**src/rtl/m21_rr_arbiter.sv**
```systemverilog
// Round-robin arbiter for two valid/ready requesters sharing one
// registered output channel. Bursts are capped at MAX_BURST beats.
module m21_rr_arbiter #(
  parameter int WIDTH     = 8,
  parameter int MAX_BURST = 4
) (
  input  logic             CLK,
  input  logic             RST,
  input  logic             I0_VALID,
  input  logic [WIDTH-1:0] I0_DATA,
  output logic             I0_READY,
  input  logic             I1_VALID,
  input  logic [WIDTH-1:0] I1_DATA,
  output logic             I1_READY,
  output logic             S0,
  output logic             Y_VALID,
  output logic [WIDTH-1:0] Y_DATA,
  input  logic             Y_READY
);

  localparam int CW = (MAX_BURST > 1) ? $clog2(MAX_BURST) : 1;
  localparam logic [CW-1:0] CLAST = CW'(MAX_BURST - 1);

  typedef enum logic [1:0] {
    IDLE = 2'd0,
    G0   = 2'd1,
    G1   = 2'd2
  } st_t;

  st_t             state_q, state_d;
  logic            last_q, last_d;
  logic [CW-1:0]   cnt_q, cnt_d;
  logic            s0_q, s0_d;
  logic            yv_q, yv_d;
  logic [WIDTH-1:0] yd_q, yd_d;

  logic load;
  logic rdy0, rdy1;
  logic xfer0, xfer1;

  assign load  = !yv_q | Y_READY;
  assign xfer0 = rdy0 & I0_VALID;
  assign xfer1 = rdy1 & I1_VALID;

  always_ff @(posedge CLK or posedge RST) begin
    if (RST) begin
      state_q <= IDLE;
      last_q  <= 1'b1;
      cnt_q   <= '0;
      s0_q    <= 1'b0;
      yv_q    <= 1'b0;
      yd_q    <= '0;
    end else begin
      state_q <= state_d;
      last_q  <= last_d;
      cnt_q   <= cnt_d;
      s0_q    <= s0_d;
      yv_q    <= yv_d;
      yd_q    <= yd_d;
    end
  end

  // Grant/burst sequencing; a switch on the last beat costs no bubble.
  always_comb begin
    state_d = state_q;
    last_d  = last_q;
    cnt_d   = cnt_q;
    unique case (state_q)
      IDLE: begin
        if (I0_VALID && (!I1_VALID || last_q)) begin
          state_d = G0;
          last_d  = 1'b0;
          cnt_d   = '0;
        end else if (I1_VALID) begin
          state_d = G1;
          last_d  = 1'b1;
          cnt_d   = '0;
        end
      end
      G0: begin
        if (!I0_VALID) begin
          cnt_d = '0;
          if (I1_VALID) begin
            state_d = G1;
            last_d  = 1'b1;
          end else begin
            state_d = IDLE;
          end
        end else if (xfer0) begin
          if (cnt_q == CLAST) begin
            cnt_d = '0;
            if (I1_VALID) begin
              state_d = G1;
              last_d  = 1'b1;
            end
          end else begin
            cnt_d = cnt_q + CW'(1);
          end
        end
      end
      G1: begin
        if (!I1_VALID) begin
          cnt_d = '0;
          if (I0_VALID) begin
            state_d = G0;
            last_d  = 1'b0;
          end else begin
            state_d = IDLE;
          end
        end else if (xfer1) begin
          if (cnt_q == CLAST) begin
            cnt_d = '0;
            if (I0_VALID) begin
              state_d = G0;
              last_d  = 1'b0;
            end
          end else begin
            cnt_d = cnt_q + CW'(1);
          end
        end
      end
      default: begin
        state_d = IDLE;
        cnt_d   = '0;
      end
    endcase
  end

  always_comb begin
    rdy0 = (state_q == G0) & load;
    rdy1 = (state_q == G1) & load;
    s0_d = s0_q;
    if (state_d == G1) begin
      s0_d = 1'b1;
    end else if (state_d == G0) begin
      s0_d = 1'b0;
    end
    yv_d = yv_q;
    yd_d = yd_q;
    if (load) begin
      yv_d = xfer0 | xfer1;
      if (xfer0) begin
        yd_d = I0_DATA;
      end else if (xfer1) begin
        yd_d = I1_DATA;
      end
    end
  end

  assign I0_READY = rdy0;
  assign I1_READY = rdy1;
  assign S0       = s0_q;
  assign Y_VALID  = yv_q;
  assign Y_DATA   = yd_q;

endmodule
```
**config.mk**
```make
export PLATFORM = sky130hd
export DESIGN_NAME = m21_rr_arbiter
export DESIGN_NICKNAME = d
export VERILOG_FILES = /design/src/rtl/m21_rr_arbiter.sv
export SDC_FILE = /design/constraint.sdc
export NUM_CORES = 1
export LEC_CHECK = 0
export BUFFER_PORTS_ARGS = -buffer_cell sky130_fd_sc_hd__buf_2
export CORE_AREA = 8 8 51 53
export DETAILED_ROUTE_END_ITERATION = 8
export DIE_AREA = 0 0 59 61
export HOLD_SLACK_MARGIN = 0.12
export PLACE_DENSITY = 0.86
export SLEW_MARGIN = 20
export SYNTH_ARGS = -nofsm -noshare
export SYNTH_HDL_FRONTEND = slang
export SYNTH_SLANG_ARGS = --single-unit
```
**constraint.sdc**
```tcl
create_clock -name CLK -period 3.7 [get_ports CLK]
set_input_delay 0.555 -clock CLK [delete_from_list [all_inputs] [get_ports CLK]]
set_output_delay 0.555 -clock CLK [all_outputs]
set_load 0.03 [all_outputs]
```
==> impl_metrics.ini <==
[finish]
nets = 153
instances_no_fill = 152
post-route-util_pct = 58.1
drive_above_1_share_pct = 35.2
syn_to_final_growth_pct = 23.2
diodes = 0

[worst_setup_path]
crit_path_end_kind = register
worstPathRequired_ns = 3.87
worstSetupPathType = register to register
cp.arrival_ns = 2.48
worst_setup_path_start_kind = register
r2r_slack_ns = 1.39
cp_max_fo = 10

[timing]
fin_hold_ws_ns = 0.316
setup_ws_ns = 1.39
slew_viol_final = 0
max_slew_margin_pct = 61.5
rsz0062_at_grt = no
fmax_mhz = 433
finalSetupViolCount = 0
timing.final.crit_share_pct = 62.4
hold_viol_final = 0
layout_min_cycle_time_ns = 2.31
fin_skew_ns = 0.000537
tightest_slew_ns = 0.577
setup-tns-final_ns = 0

[global_routing]
antenna_found_initial = 0
grt_max_degree = 16
grt-ovfl-total = 0
grt_pass1_wl_um = 3700
grtUsageMet2_pct = 21.5
top_usage_layer = met2
grt_pass1_vias = 863
groute.layer.met3.usage_pct = 5.30
track_usage_pct = 13.2
use_met1_pct = 14.8

[clock_network]
postCtsSetupRepairBufs = 0
cts-root-buf = clkbuf_4
cts_resized = 0
clkTransAtPathRegs_ns = 0.08
clk_latency_ns = 0.28
htreeDepth = 1
cts.sinks = 15
postCtsHoldBufs = 0
numCtsBuffers = 3
cts_buffer_depth = 2
cts_tree = done

[die]
die_w_um = 59
initial_core_util_pct = 47.1
rows = 16
pin_count = 33
die_h_um = 61
core_region_area_mm2 = 0.00184
die_area_mm2 = 0.00360

[synth]
synthTopCellsByArea = dfrtp_1 (40%), ha_1 (8.6%), o22ai_1 (5.8%), a21oi_1 (5.2%), nor2_1 (3.9%)
ys_ff_latch = 15
synth_nets = 119
synth_cell_types = 28
ys_seq_area_share_pct = 43.4
synth_top_cell_by_area = dfrtp_1
synth_area_um2 = 868
synth_area_per_cell_um2 = 9.44
synth_cells = 92
yosys_warnings = 0
synth_top_area_share_pct = 40.3

[pwr]
p_leak_uw = 0.000520
pwr-share-seq_pct = 33.2
power_density_mw_per_mm2 = 823
p_clk_share_pct = 10.5
p_int_uw = 462
pwr-share-comb_pct = 56.3
peakVddDrop_v = 0.000485
switchingPower_uw = 419
p_sw_share_pct = 47.6

[drt]
antenna_left = 0
via_per_inst = 5.34
drtIter0Drc = 17
post_drt_wl_per_cell_um = 14.3
first_pass_iters = 4
drc = 0
routed-via-count = 811
wirelength_um = 2170

[run]
drv_cap = 0

[placement]
gp_routability_congestion = 0.890
post-dp-hpwl_um = 1690
dpl_worst_slack_ns = 1.36
numPlacedInstances = 148
portBuffers = 32

[status]
status = complete, no violations

[hold_path]
hp-class = primary input to asynchronous set/reset pin
==> layout by cell type (no fill, tap or decap) <==
cell type,instances
buf_2,32
dfrtp_1,14
nor2_1,9
a21oi_1,9
o22ai_1,8
nand2_1,6
inv_1,6
ha_1,6
o21ai_0,5
a31oi_1,4
nand3_1,3
clkbuf_4,3
mux2_2,2
mux2i_1,2
and2_1,2
nand2b_4,1
a22oi_1,1
or3b_2,1
a21oi_2,1
nand2_2,1
a21o_1,1
and3_4,1
a22o_1,1
nand4_1,1
a21bo_2,1
or3_1,1
a31o_1,1
clkbuf_1,1
dfstp_2,1
==> sequential cells by signal, summed over array words and instances (netlist names) <==
name	flops
state_q	2
S0	1
Y_DATA	8
Y_VALID	1
last_q	1
cnt_q	2
==> critical path, stage by stage (launching register included) <==
cell and delay, ns:
dfrtp_1 0.45, inv_1 0.11, ha_1 0.24, nand2_2 0.17
or3_1 0.40, a31o_1 0.23, ha_1 0.28, mux2_2 0.32
==> layout make-up <==
| type | count | area (um^2) |
|---|---|---|
| fillers | 180 | 772 |
| multi-input cells | 68 | 450 |
| flip-flops and latches | 15 | 377 |
| repair buffers | 32 | 160 |
| well taps | 27 | 33.8 |
| clock buffers | 4 | 26.3 |
| inverters | 6 | 22.5 |
==> layer usage <==
| metal | part of all wire, % | vias to the layer above |
|---|---|---|
| met4 | 1.5 | 0 |
| met5 | 0 | - |
| met3 | 10 | 5 |
| met2 | 44 | 39 |
| li1 | - | 402 |
| met1 | 44 | 365 |
==> per-stage QoR <==
step	power [uW]	instance area, um^2
5_1_grt	954	1070
2_1_floorplan	654	868
4_1_cts	887	1070
3_3_place_gp	773	1040
6_report	881	1070
3_5_place_dp	790	1040
==> worst paths after layout <==
check / startpoint / to / cells past startpoint
min reg2reg: cnt_q[0] / cnt_q[0] / 1
max reg2reg: state_q[1] / S0 / 7
min in group CLK: cnt_q[0] / cnt_q[0] / 1
max in group asynchronous: RST / cnt_q[1] / 2
max: state_q[1] / S0 / 7
min: RST / S0 / 2
==> synthesized netlist by cell type <==
cell and instances:
a22oi_1 1, dfrtp_1 14, dfstp_2 1, inv_1 6
nand2_1 6, a21o_1 1, or3b_2 1, o22ai_1 8
a21oi_2 1, and3_4 1, a21oi_1 9, mux2_2 2
a21bo_2 1, a31oi_1 4, clkbuf_1 1, buf_4 2
mux2i_1 2, and2_1 2, a22o_1 1, or3_1 1
a31o_1 1, nor2_1 9, nand3_1 3, nand2_2 1
o21ai_0 5, ha_1 6, nand2b_4 1, nand4_1 1
==> power groups by stage <==
stage / sequential [uW] / clock (uW) / combinational, uW
6_report: 293 / 92.3 / 496
5_1_grt: 303 / 102 / 550
2_1_floorplan: 390 / 0 / 264
3_3_place_gp: 293 / 0 / 480
3_5_place_dp: 296 / 0 / 495
4_1_cts: 293 / 96.9 / 497
==> logic make-up after synthesis <==
kind of cell / Yosys count / synth area share [%]
AOI/OAI and AO/OA: 32 / 22.6
adders and majority gates: 6 / 8.65
buffers and inverters: 9 / 4.75
DFF: 15 / 43.4
muxes: 4 / 4.90
and+or+nand+nor: 26 / 15.7
Note: power is estimated with default switching activity, not from simulation.
